File: src/rtl/quad_pkg.sv
// Shared phase encoding and direction constants for the quadrature decoder.
package quad_pkg;

    localparam logic [1:0] PH_00 = 2'b00;
    localparam logic [1:0] PH_01 = 2'b01;
    localparam logic [1:0] PH_11 = 2'b11;
    localparam logic [1:0] PH_10 = 2'b10;

    localparam logic DIR_UP = 1'b1;
    localparam logic DIR_DN = 1'b0;

    // Forward rotation walks the Gray sequence 00 -> 01 -> 11 -> 10 -> 00.
    function automatic logic [1:0] next_fwd(input logic [1:0] phase);
        logic [1:0] nxt;
        nxt = PH_00;
        case (phase)
            PH_00:   nxt = PH_01;
            PH_01:   nxt = PH_11;
            PH_11:   nxt = PH_10;
            default: nxt = PH_00;
        endcase
        return nxt;
    endfunction

endpackage

File: src/rtl/quad_filter.sv
// One encoder channel: a synchronizer chain, then a level filter that accepts
// the synchronized value only after it has differed for FILT consecutive cycles.
module quad_filter #(
    parameter int SYNC_STAGES = 2,
    parameter int FILT        = 3
) (
    input  logic clk,
    input  logic rst_n,
    input  logic raw,
    output logic filt
);

    localparam int CW = (FILT > 1) ? $clog2(FILT) : 1;
    localparam logic [CW-1:0] CNT_LAST = CW'(FILT - 1);

    logic [SYNC_STAGES-1:0] sync_q;
    logic [CW-1:0]          cnt;
    logic                   synced;

    // Nothing but flops ahead of the last synchronizer stage.
    always_ff @(posedge clk or posedge rst_n) begin
        if (rst_n) begin
            sync_q <= '0;
        end else begin
            sync_q <= {sync_q[SYNC_STAGES-2:0], raw};
        end
    end

    assign synced = sync_q[SYNC_STAGES-1];

    always_ff @(posedge clk or posedge rst_n) begin
        if (rst_n) begin
            cnt  <= '0;
            filt <= 1'b0;
        end else if (synced == filt) begin
            cnt <= '0;
        end else if (cnt == CNT_LAST) begin
            filt <= synced;
            cnt  <= '0;
        end else begin
            cnt <= cnt + 1'b1;
        end
    end

endmodule

File: src/rtl/quad_decoder.sv
// Quadrature A/B decoder: filtered phases produce step/dir pulses that drive
// a wrapping up/down position counter with clear/load/enable control.
module quad_decoder #(
    parameter int N           = 8,
    parameter int SYNC_STAGES = 2,
    parameter int FILT        = 3
) (
    input  logic         clk,
    input  logic         rst_n,
    input  logic         a_in,
    input  logic         b_in,
    input  logic         syn_clr,
    input  logic         load,
    input  logic [N-1:0] d,
    input  logic         en,
    output logic         step,
    output logic         dir,
    output logic         err,
    output logic [N-1:0] pos,
    output logic         max_tick,
    output logic         min_tick
);

    import quad_pkg::*;

    logic       a_filt;
    logic       b_filt;
    logic [1:0] cur_ph;
    logic [1:0] prev_ph;
    logic       is_fwd;
    logic       is_rev;
    logic       is_ill;

    quad_filter #(.SYNC_STAGES(SYNC_STAGES), .FILT(FILT)) u_filt_a (
        .clk   (clk),
        .rst_n (rst_n),
        .raw   (a_in),
        .filt  (a_filt)
    );

    quad_filter #(.SYNC_STAGES(SYNC_STAGES), .FILT(FILT)) u_filt_b (
        .clk   (clk),
        .rst_n (rst_n),
        .raw   (b_in),
        .filt  (b_filt)
    );

    assign cur_ph = {a_filt, b_filt};

    always_comb begin
        is_fwd = (cur_ph == next_fwd(prev_ph));
        is_rev = (prev_ph == next_fwd(cur_ph));
        is_ill = (cur_ph != prev_ph) && !is_fwd && !is_rev;
    end

    always_ff @(posedge clk or posedge rst_n) begin
        if (rst_n) begin
            prev_ph <= PH_00;
            step    <= 1'b0;
            dir     <= DIR_UP;
            err     <= 1'b0;
        end else begin
            prev_ph <= cur_ph;
            step    <= is_fwd | is_rev;
            if (is_fwd) begin
                dir <= DIR_UP;
            end else if (is_rev) begin
                dir <= DIR_DN;
            end
            if (syn_clr) begin
                err <= 1'b0;
            end else if (is_ill) begin
                err <= 1'b1;
            end
        end
    end

    // The registered step/dir pair is consumed together, so a direction
    // reversal is counted with its own dir and never the previous one.
    always_ff @(posedge clk or posedge rst_n) begin
        if (rst_n) begin
            pos <= '0;
        end else if (syn_clr) begin
            pos <= '0;
        end else if (load) begin
            pos <= d;
        end else if (en && step) begin
            pos <= (dir == DIR_UP) ? pos + 1'b1 : pos - 1'b1;
        end
    end

    assign max_tick = (pos == {N{1'b1}});
    assign min_tick = (pos == '0);

endmodule

File: config.mk
export PLATFORM = sky130hd
export DESIGN_NAME = quad_decoder
export DESIGN_NICKNAME = d
export VERILOG_FILES = /design/src/rtl/quad_pkg.sv /design/src/rtl/quad_filter.sv /design/src/rtl/quad_decoder.sv
export SDC_FILE = /design/constraint.sdc
export NUM_CORES = 1
export LEC_CHECK = 0
export CELL_PAD_IN_SITES_DETAIL_PLACEMENT = 0
export CELL_PAD_IN_SITES_GLOBAL_PLACEMENT = 1
export CORE_MARGIN = 2
export CORE_UTILIZATION = 34
export DETAILED_ROUTE_END_ITERATION = 6
export HOLD_SLACK_MARGIN = 0.08
export PLACE_DENSITY_LB_ADDON = 0.25
export SLEW_MARGIN = 20
export SYNTH_ARGS = -nofsm -noshare
export SYNTH_HDL_FRONTEND = slang
export SYNTH_HIERARCHICAL = 1
export SYNTH_SLANG_ARGS = --single-unit
File: constraint.sdc
create_clock -name clk -period 2 [get_ports clk]
set_clock_uncertainty 0.1 [all_clocks]
set_input_delay 0.4 -clock clk [delete_from_list [all_inputs] [get_ports clk]]
set_output_delay 0.4 -clock clk [all_outputs]
set_load 0.01 [all_outputs]
# == After elaboration in Yosys (flattened, before gate mapping) ==
# Cells that the tools add are included.
# op_classes
n_bitwise,3
eq_ne,12
n_reduce_logical,13
add_sub_neg,4
muxes,14
# op_table
operator,n
$mux W8,4
$pmux W2 S3,2
$add A8 B1 Y8 const B,1
$eq A2 B2 Y1 const B,4
$eq A8 B8 Y1 const B,1
$logic_not A8 Y1,1
$mux W2,4
$sub A8 B1 Y8 const B,1
$add A2 B1 Y2 const B,2
$eq A2 B1 Y1 const B,2
$eq A2 B2 Y1,2
$logic_not A2 Y1,2
$mux W1,4
$reduce_and A2 Y1,2
$reduce_bool A2 Y1,2
$logic_and A1 B1 Y1,3
$reduce_bool A3 Y1,1
$eq A1 B1 Y1,2
$logic_not A1 Y1,2
$ne A2 B2 Y1,1
$not A1 Y1,2
$or A1 B1 Y1,1
# word_totals
in_bits,15
wordCells,57
regBits,23
output_inout_bits,13

# == Logic depth before layout (Yosys ltp) ==
# Gate-level depths: netlist (run 1).
# depth
depth_word,8
depth_mapped,7
depth_no_buf,7

# == Cells and area by module ==
# The synthesis (run 1) kept the hierarchy.
# modules_own_cells
module,area_each_um2,seq_area_each_um2,n_inst,cells_per_inst
quad_decoder,929.6,326.6,1,101
quad_filter,178.9,125.1,2,11

# == Worst setup path before layout (run 1) ==
# OpenSTA, ideal clock, no wires.
# synth_timing
path_type,register to register
start,reg dir
end,reg pos[6]
required_time_ps,1789
slack_ps,-266
n_path_buf,0
arrival_time_ps,2054
synth_period_minus_slack_ps,2266
stages_incl_launch_ff,8
setup_time_ps,111
path_cell_list,dfstp_2 inv_1 fa_1 a21o_1 a21boi_1 o21bai_2 xnor2_1 a2111oi_2
# synth_via
elab_chain_len,4
# synth_lines
item,line_no,rtl
"start, declared",quad_decoder.sv:17,"output logic dir,"
"start signal, assigned",quad_decoder.sv:60,dir <= DIR_UP;
"start signal, assigned",quad_decoder.sv:66,dir <= DIR_UP;
"start signal, assigned",quad_decoder.sv:68,dir <= DIR_DN;
$mux W8,quad_decoder.sv:88,pos <= (dir == DIR_UP) ? pos + 1'b1 : pos - 1'b1;
$mux W8,quad_decoder.sv:87,end else if (en && step) begin
$mux W8,quad_decoder.sv:85,end else if (load) begin
$mux W8,quad_decoder.sv:83,end else if (syn_clr) begin
"end signal, assigned",quad_decoder.sv:88,
"end, declared",quad_decoder.sv:19,"output logic [N-1:0] pos,"
# Every way passes these cells. The select of a mux whose other input is x is not followed.
# A chain may end at the register's enable or synchronous reset.

# == Final worst setup path (run 1) ==
# Same ends and word-level chain as after synthesis.

==> results of run 1 <==
## state kept, by name (all words and copies together), names as in the netlist, 2 cells and up
name / flops
pos: 8
prev_ph: 2
u_filt_a/cnt: 2
u_filt_a/sync_q: 2
u_filt_b/cnt: 2
u_filt_b/sync_q: 2
## kinds of logic (layout without fill, tap and decap cells)
family	after synthesis	count (layout)	synth area share, %
DFF	23	23	44.80
buffers and inverters	9	58	2.818
and+or+nand+nor	38	38	16.13
muxes	3	3	3.110
AOI/OAI and AO/OA	29	29	16.13
adders and majority gates	8	8	8.163
xor gates and xnor gates	13	13	8.844
## per-stage QoR
stage | hold slack [ns] | worst slack, ns | instance area, µm²
2_1_floorplan | 0.07852 | -0.04080 | 1318
3_3_place_gp | 0.2351 | -0.05174 | 1785
3_5_place_dp | 0.2418 | -0.1115 | 1785
4_1_cts | 0.2601 | -0.09149 | 1876
5_1_grt | 0.2727 | -0.1608 | 1887
6_report | 0.2545 | -0.07803 | 1887
## worst max-delay path, delay by kind of cell (launching register included)
family	cells	cell delay (ns)
compound gates	4	0.74
flops	1	0.58
fa+ha+maj	1	0.34
xor+xnor	1	0.15
buf+inv	1	0.07
## repair_timing
item | CTS | global route
buffers inserted | 3 | 0
setup endpoints to repair | 6 | 3
pin swaps | 10 | 3
resized for setup | 11 | 2
## worst paths after layout
kind | end | slack [ns] | cells past startpoint
min | u_filt_a/sync_q[1] | 0.25 | 0
min in group asynchronous | u_filt_a/sync_q[0] | 0.31 | 2
max | pos[6] | -0.08 | 7
min reg2reg | u_filt_a/sync_q[1] | 0.25 | 0
max reg2reg | pos[6] | -0.08 | 7
max in group asynchronous | dir | 1.00 | 2
## layout make-up
cell class,count,area [µm²],share of cell area (%)
Inverter,5,23.77,1.260
Sequential cell,23,576.8,30.57
Clock buffer,4,45.04,2.387
Multi-Input combinational cell,91,740.7,39.26
Timing Repair Buffer,49,440.4,23.34
Tap cell,48,60.06,3.183
## where the power goes
part           total (W)  switching [W]  internal, W
Sequential      0.000737       0.000128     0.000609
Combinational    0.00142       0.000642     0.000781
Clock           0.000279       0.000137     0.000142
## routing by layer
metal  share of wire, %  wire length, µm
met1                 46             1411
met2                 49             1497
met3                4.5              136
met4                  0                0
met5                  0                0
## cell usage in the layout (no fill, tap or decap), types with 3 or more instances in the layout
| cell | n |
|---|---|
| a21oi_1 | 9 |
| dfrtp_1 | 22 |
| or4_1 | 3 |
| clkdlybuf4s50_1 | 24 |
| nor3_1 | 4 |
| inv_1 | 4 |
| nor2_1 | 11 |
| clkbuf_8 | 3 |
| buf_4 | 21 |
| a21o_1 | 3 |
| xnor2_1 | 7 |
| ha_1 | 3 |
| nor3b_1 | 3 |
| xor2_1 | 5 |
| ha_4 | 3 |
| nand2_1 | 7 |
==> impl_metrics.csv, run 1 <==
group,metric,value,unit
run_status,status,"finished with violations",
run_status,violations,"setup timing",
sta,finalHoldViolations,0,
route,ant_nets,0,
setup_path,worstSetupStartpoint,"dir",
sta,rsz0062_at_grt,"yes",
clock_tree,ctsHtreeMaxLevel,1,
min_path,hold_class,"register to register",
setup_path,r2r_start,"dir",
place,gp_congestion,0.7947,
power_and_ir_drop,power.density,1293,mW/mm²
global_route,grt_pass1_wl,5250,µm
synthesis,synthCells,123,
cells_and_area,fill_cells,355,
synthesis,synth_edf_count,0,
global_route,overflow,0,
synthesis,yosysMostFrequentCell,"dfrtp_1",
clock_tree,hold_buffers,0,
cells_and_area,area_growth,46.55,%
die,initial_utilization,35.17,%
route,drtPass1Iterations,4,
sta,worstMarginPinSlew,0.5133,ns
place,dp.cells,213,
synthesis,netlist_area,0.001287,mm²
sta,setup_tns,-0.1200,ns
cells_and_area,final_core_util,51.54,%
die,die_x,65.54,µm
clock_tree,numCtsBuffers,3,
min_path,worstHoldStart,"u_filt_a/sync_q[0]",
die,io_pins,28,
die,num_rows,22,
synthesis,synth_commonest_cells,"dfrtp_1 (22), a21oi_1 (11), nor2_1 (11)",
route,drtIter0Drc,12,
power_and_ir_drop,leakage,0.8228,nW
cells_and_area,n_antenna_cell,0,
route,drc,0,
place,hpwl,2315,µm
global_route,grt_antenna_before_repair,0,
synthesis,synth.largest_area_cell,"dfrtp_1",
die,die_h,65.54,µm
setup_path,max_stage_delay,0.58,ns
setup_path,worstPathMaxFanout,8,
route,vias_per_cell,4.859,
sta,relSlewSlack,65.74,%
setup_path,criticalPathCategory,"register to register",
synthesis,synth-seq-cells,23,
global_route,met2_usage,27.04,%
sta,fin_crit_sh,103.9,%
setup_path,critPathCaptureType,"register",
setup_path,required,2.05,ns
power_and_ir_drop,total_power,0.002439,W
sta,period_needed,2.078,ns
route,routedWlPerCell,13.85,µm
clock_tree,clock-sinks,23,
global_route,grt_max_degree,14,
cells_and_area,stdcell_count,220,
route,vias,1069,
die,dieArea,0.004295,mm²
sta,slew_viol_final,0,
clock_tree,clock_path_buffers,2,
die,coreArea,0.003661,mm²
cells_and_area,drive_above_1_share,25.58,%
clock_tree,cts_tree,"yes",
power_and_ir_drop,vdd_drop_max,703.5,µV
place,place.port_buffers,27,
sta,setup_viol,2,
global_route,grt_pass1_vias,1119,
setup_path,critPathSlowestCell,"dfstp_2",
clock_tree,clkSlewWorstSetupHoldPaths,0.08,ns
clock_tree,cts-root-buf,"clkbuf_8",
cells_and_area,layout.nets,195,
synthesis,synth_seq_area_share,44.80,%
global_route,grt_busiest_layer,"met2",
setup_path,path_cells,"inv_6 -> fa_2 -> a21o_1 -> a21boi_2 -> o21bai_2 -> xnor2_2 -> a2111oi_2",
synthesis,syn_avg_cell_area,10.47,µm²
synthesis,synthTopCellsByArea,"dfrtp_1 (43%), ha_1 (5.8%), xnor2_1 (5.4%)",
global_route,grtUsageTotal,15.83,%
synthesis,synth_fp_nets,145,
run,maxCapViolations,0,
synthesis,async_flop_share,100.0,%
synthesis,synth.distinct_cells,37,
synthesis,synth_top_area_share,42.76,%
clock_tree,clock_latency,0.26,ns
setup_path,arrival,2.13,ns
global_route,grt_use_met3,3.425,%
synthesis,synth_warnings,6,
global_route,grt_util_met1,21.00,%
synthesis,ys.flop_type,"dfrtp_1",
sta,fin_ws,-0.07803,ns
route,drt_wl_total,3046,µm
setup_path,critPathLaunchType,"register",
sta,fmax,481.2,MHz
No activity file was read; power rests on OpenSTA's default activity.
==> run 2: changes to the inputs <==
Settings changed: CORE_UTILIZATION 34 to 38.
Clock period 2 ns to 1.95 ns, I/O delays scaled along.
==> run 2 against run 1 <==
The flow still finishes with violations (setup timing). Cell area increased by 2.5%. Worst setup slack got worse by 0.025 ns. Via count increased by 3.6%. Total power increased by 2.1%. Maximum frequency increased by 1.2%. Wire length increased by 2.0%. Sequential cell count unchanged.
==> impl_metrics.csv, run 2 (synthesized netlist as in run 1, its figures left out) <==
group,metric,value,unit
route,ant_nets,0,
die,dieArea,0.003869,mm²
power_and_ir_drop,vdd_drop_max,840.4,µV
clock_tree,cts-root-buf,"clkbuf_4",
setup_path,critPathSlowestCell,"dfstp_2",
setup_path,max_stage_delay,0.59,ns
sta,slew_viol_final,0,
route,drtPass1Iterations,4,
clock_tree,ctsHtreeMaxLevel,1,
power_and_ir_drop,leakage,0.8501,nW
route,vias_per_cell,4.920,
global_route,grt_pass1_wl,5285,µm
setup_path,critPathLaunchType,"register",
route,vias,1107,
cells_and_area,area_growth,50.24,%
cells_and_area,largest_register,"pos",
cells_and_area,largest_register_ffs,8,
cells_and_area,stdcell_area,0.001934,mm²
sta,period_needed,2.053,ns
power_and_ir_drop,switching_share,37.66,%
cells_and_area,layout.cells.most_common,"buf_4",
global_route,grt_max_degree,14,
setup_path,crit_cells,7,
place,place_area,0.001821,mm²
die,coreArea,0.003284,mm²
sta,finalHoldViolations,0,
setup_path,arrival,2.17,ns
power_and_ir_drop,clkPwrFrac,9.0,%
sta,fin_crit_sh,105.3,%
run_status,status,"finished with violations",
global_route,overflow,0,
setup_path,reg2reg_depth,7,
sta,setup_tns,-0.2840,ns
die,initial_utilization,39.20,%
run_status,violations,"setup timing",
sta,worst_hold_slack,0.2141,ns
power_and_ir_drop,total_power,0.002490,W
setup_path,criticalPathCategory,"register to register",
setup_path,cp_top_family,"compound AO/OA/AOI/OAI gates",
clock_tree,clock_path_buffers,2,
global_route,grt_antenna_before_repair,0,
place,place.port_buffers,27,
clock_tree,clkSlewWorstSetupHoldPaths,0.13,ns
route,routedWlPerCell,13.80,µm
sta,relSlewSlack,64.47,%
setup_path,worstPathMaxFanout,8,
power_and_ir_drop,p_seq_share,30.5,%
die,num_rows,21,
die,io_pins,28,
clock_tree,cts_tree,"yes",
cells_and_area,final_core_util,58.90,%
cells_and_area,drive_above_1_share,31.28,%
global_route,grtUsageTotal,17.34,%
setup_path,path_buf_inv,1,
run,maxCapViolations,0,
cells_and_area,layout.nets,202,
sta,fmax,487.0,MHz
clock_tree,numCtsBuffers,3,
sta,setup_viol,5,
sta,rsz0062_at_grt,"yes",
global_route,grt_pass1_vias,1168,
power_and_ir_drop,internal-power,0.001552,W
die,die_x,62.21,µm
sta,worstMarginPinSlew,0.5323,ns
min_path,hold_class,"input pin to asynchronous set/reset pin",
power_and_ir_drop,comb_power_share,60.5,%
cells_and_area,n_antenna_cell,0,
setup_path,required,2.06,ns
clock_tree,clock_latency,0.31,ns
setup_path,critPathCaptureType,"register",
power_and_ir_drop,p_sw,0.0009377,W
route,drt_wl_total,3106,µm
cells_and_area,final_cell_mix,"buf_4 (28), clkdlybuf4s50_1 (23), dfrtp_1 (22), nor2_1 (10), a21oi_1 (9)",
die,die_h,62.21,µm
route,drtIter0Drc,21,
power_and_ir_drop,power.density,1287,mW/mm²
route,drc,0,
place,gp_congestion,0.8364,
sta,fin_ws,-0.1033,ns
place,hpwl,2371,µm
clock_tree,clock-sinks,23,
setup_path,path_cells,"inv_6 -> ha_1 -> o21ai_1 -> o21bai_1 -> a21oi_1 -> xor2_1 -> a2111oi_2",
## run 2: cell count changes in the layout (fill, tap and decap cells not counted), sizes merged
| cell | before | now |
|---|---|---|
| buf | 23 | 30 |
| clkdlybuf4s50 | 24 | 23 |
| clkinv | 0 | 1 |
## run 2: per-layer routing
layer / global-route usage, % / vias to the layer above / share of wire, %
met5: 0 / - / 0
met4: 4.167 / 0 / 0.87
met3: 2.536 / 4 / 2.5
met2: 33.97 / 17 / 55
met1: 19.60 / 537 / 42
li1: - / 549 / -
## run 2: timing repair
action                     in CTS  in global routing
setup endpoints to repair       7                  7
hold buffers                    0                  0
gates resized for setup        11                 10
pin swaps                       7                  7
buffers inserted                3                  2
## run 2: layout make-up
cell class              count  area (µm²)
fillers                   301        1350
multi-input cells          91       754.5
flip-flops and latches     23       576.8
repair buffers             56       494.2
well taps                  46       57.56
inverters                   5       23.77
clock buffers               3       22.52
clock inverters             1       5.005
## run 2: path summary, 6_finish.rpt
path,from,to,slack (ns)
hold / removal,rst_n,u_filt_b/filt,0.21
max in group asynchronous,rst_n,dir,1.02
min in group clk,u_filt_b/sync_q[0],u_filt_b/sync_q[1],0.28
setup reg to reg,dir,pos[5],-0.10
setup / recovery,dir,pos[5],-0.10
hold reg to reg,u_filt_b/sync_q[0],u_filt_b/sync_q[1],0.28
## run 2: power groups by stage
stage / logic [W] / clock network (W) / registers (W)
after floorplan: 0.000801 / 0 / 0.000793
after global routing: 0.00166 / 0.000255 / 0.000780
after global placement: 0.00133 / 0 / 0.000755
after CTS: 0.00142 / 0.000231 / 0.000761
final: 0.00151 / 0.000223 / 0.000760
after detailed placement: 0.00135 / 0 / 0.000767
## run 2: stage by stage
step / setup slack [ns] / instances
after detailed placement: -0.1517 / 216
final: -0.1033 / 225
after global routing: -0.2208 / 225
after CTS: -0.09703 / 223
after floorplan: -0.09080 / 123
after global placement: -0.07455 / 216
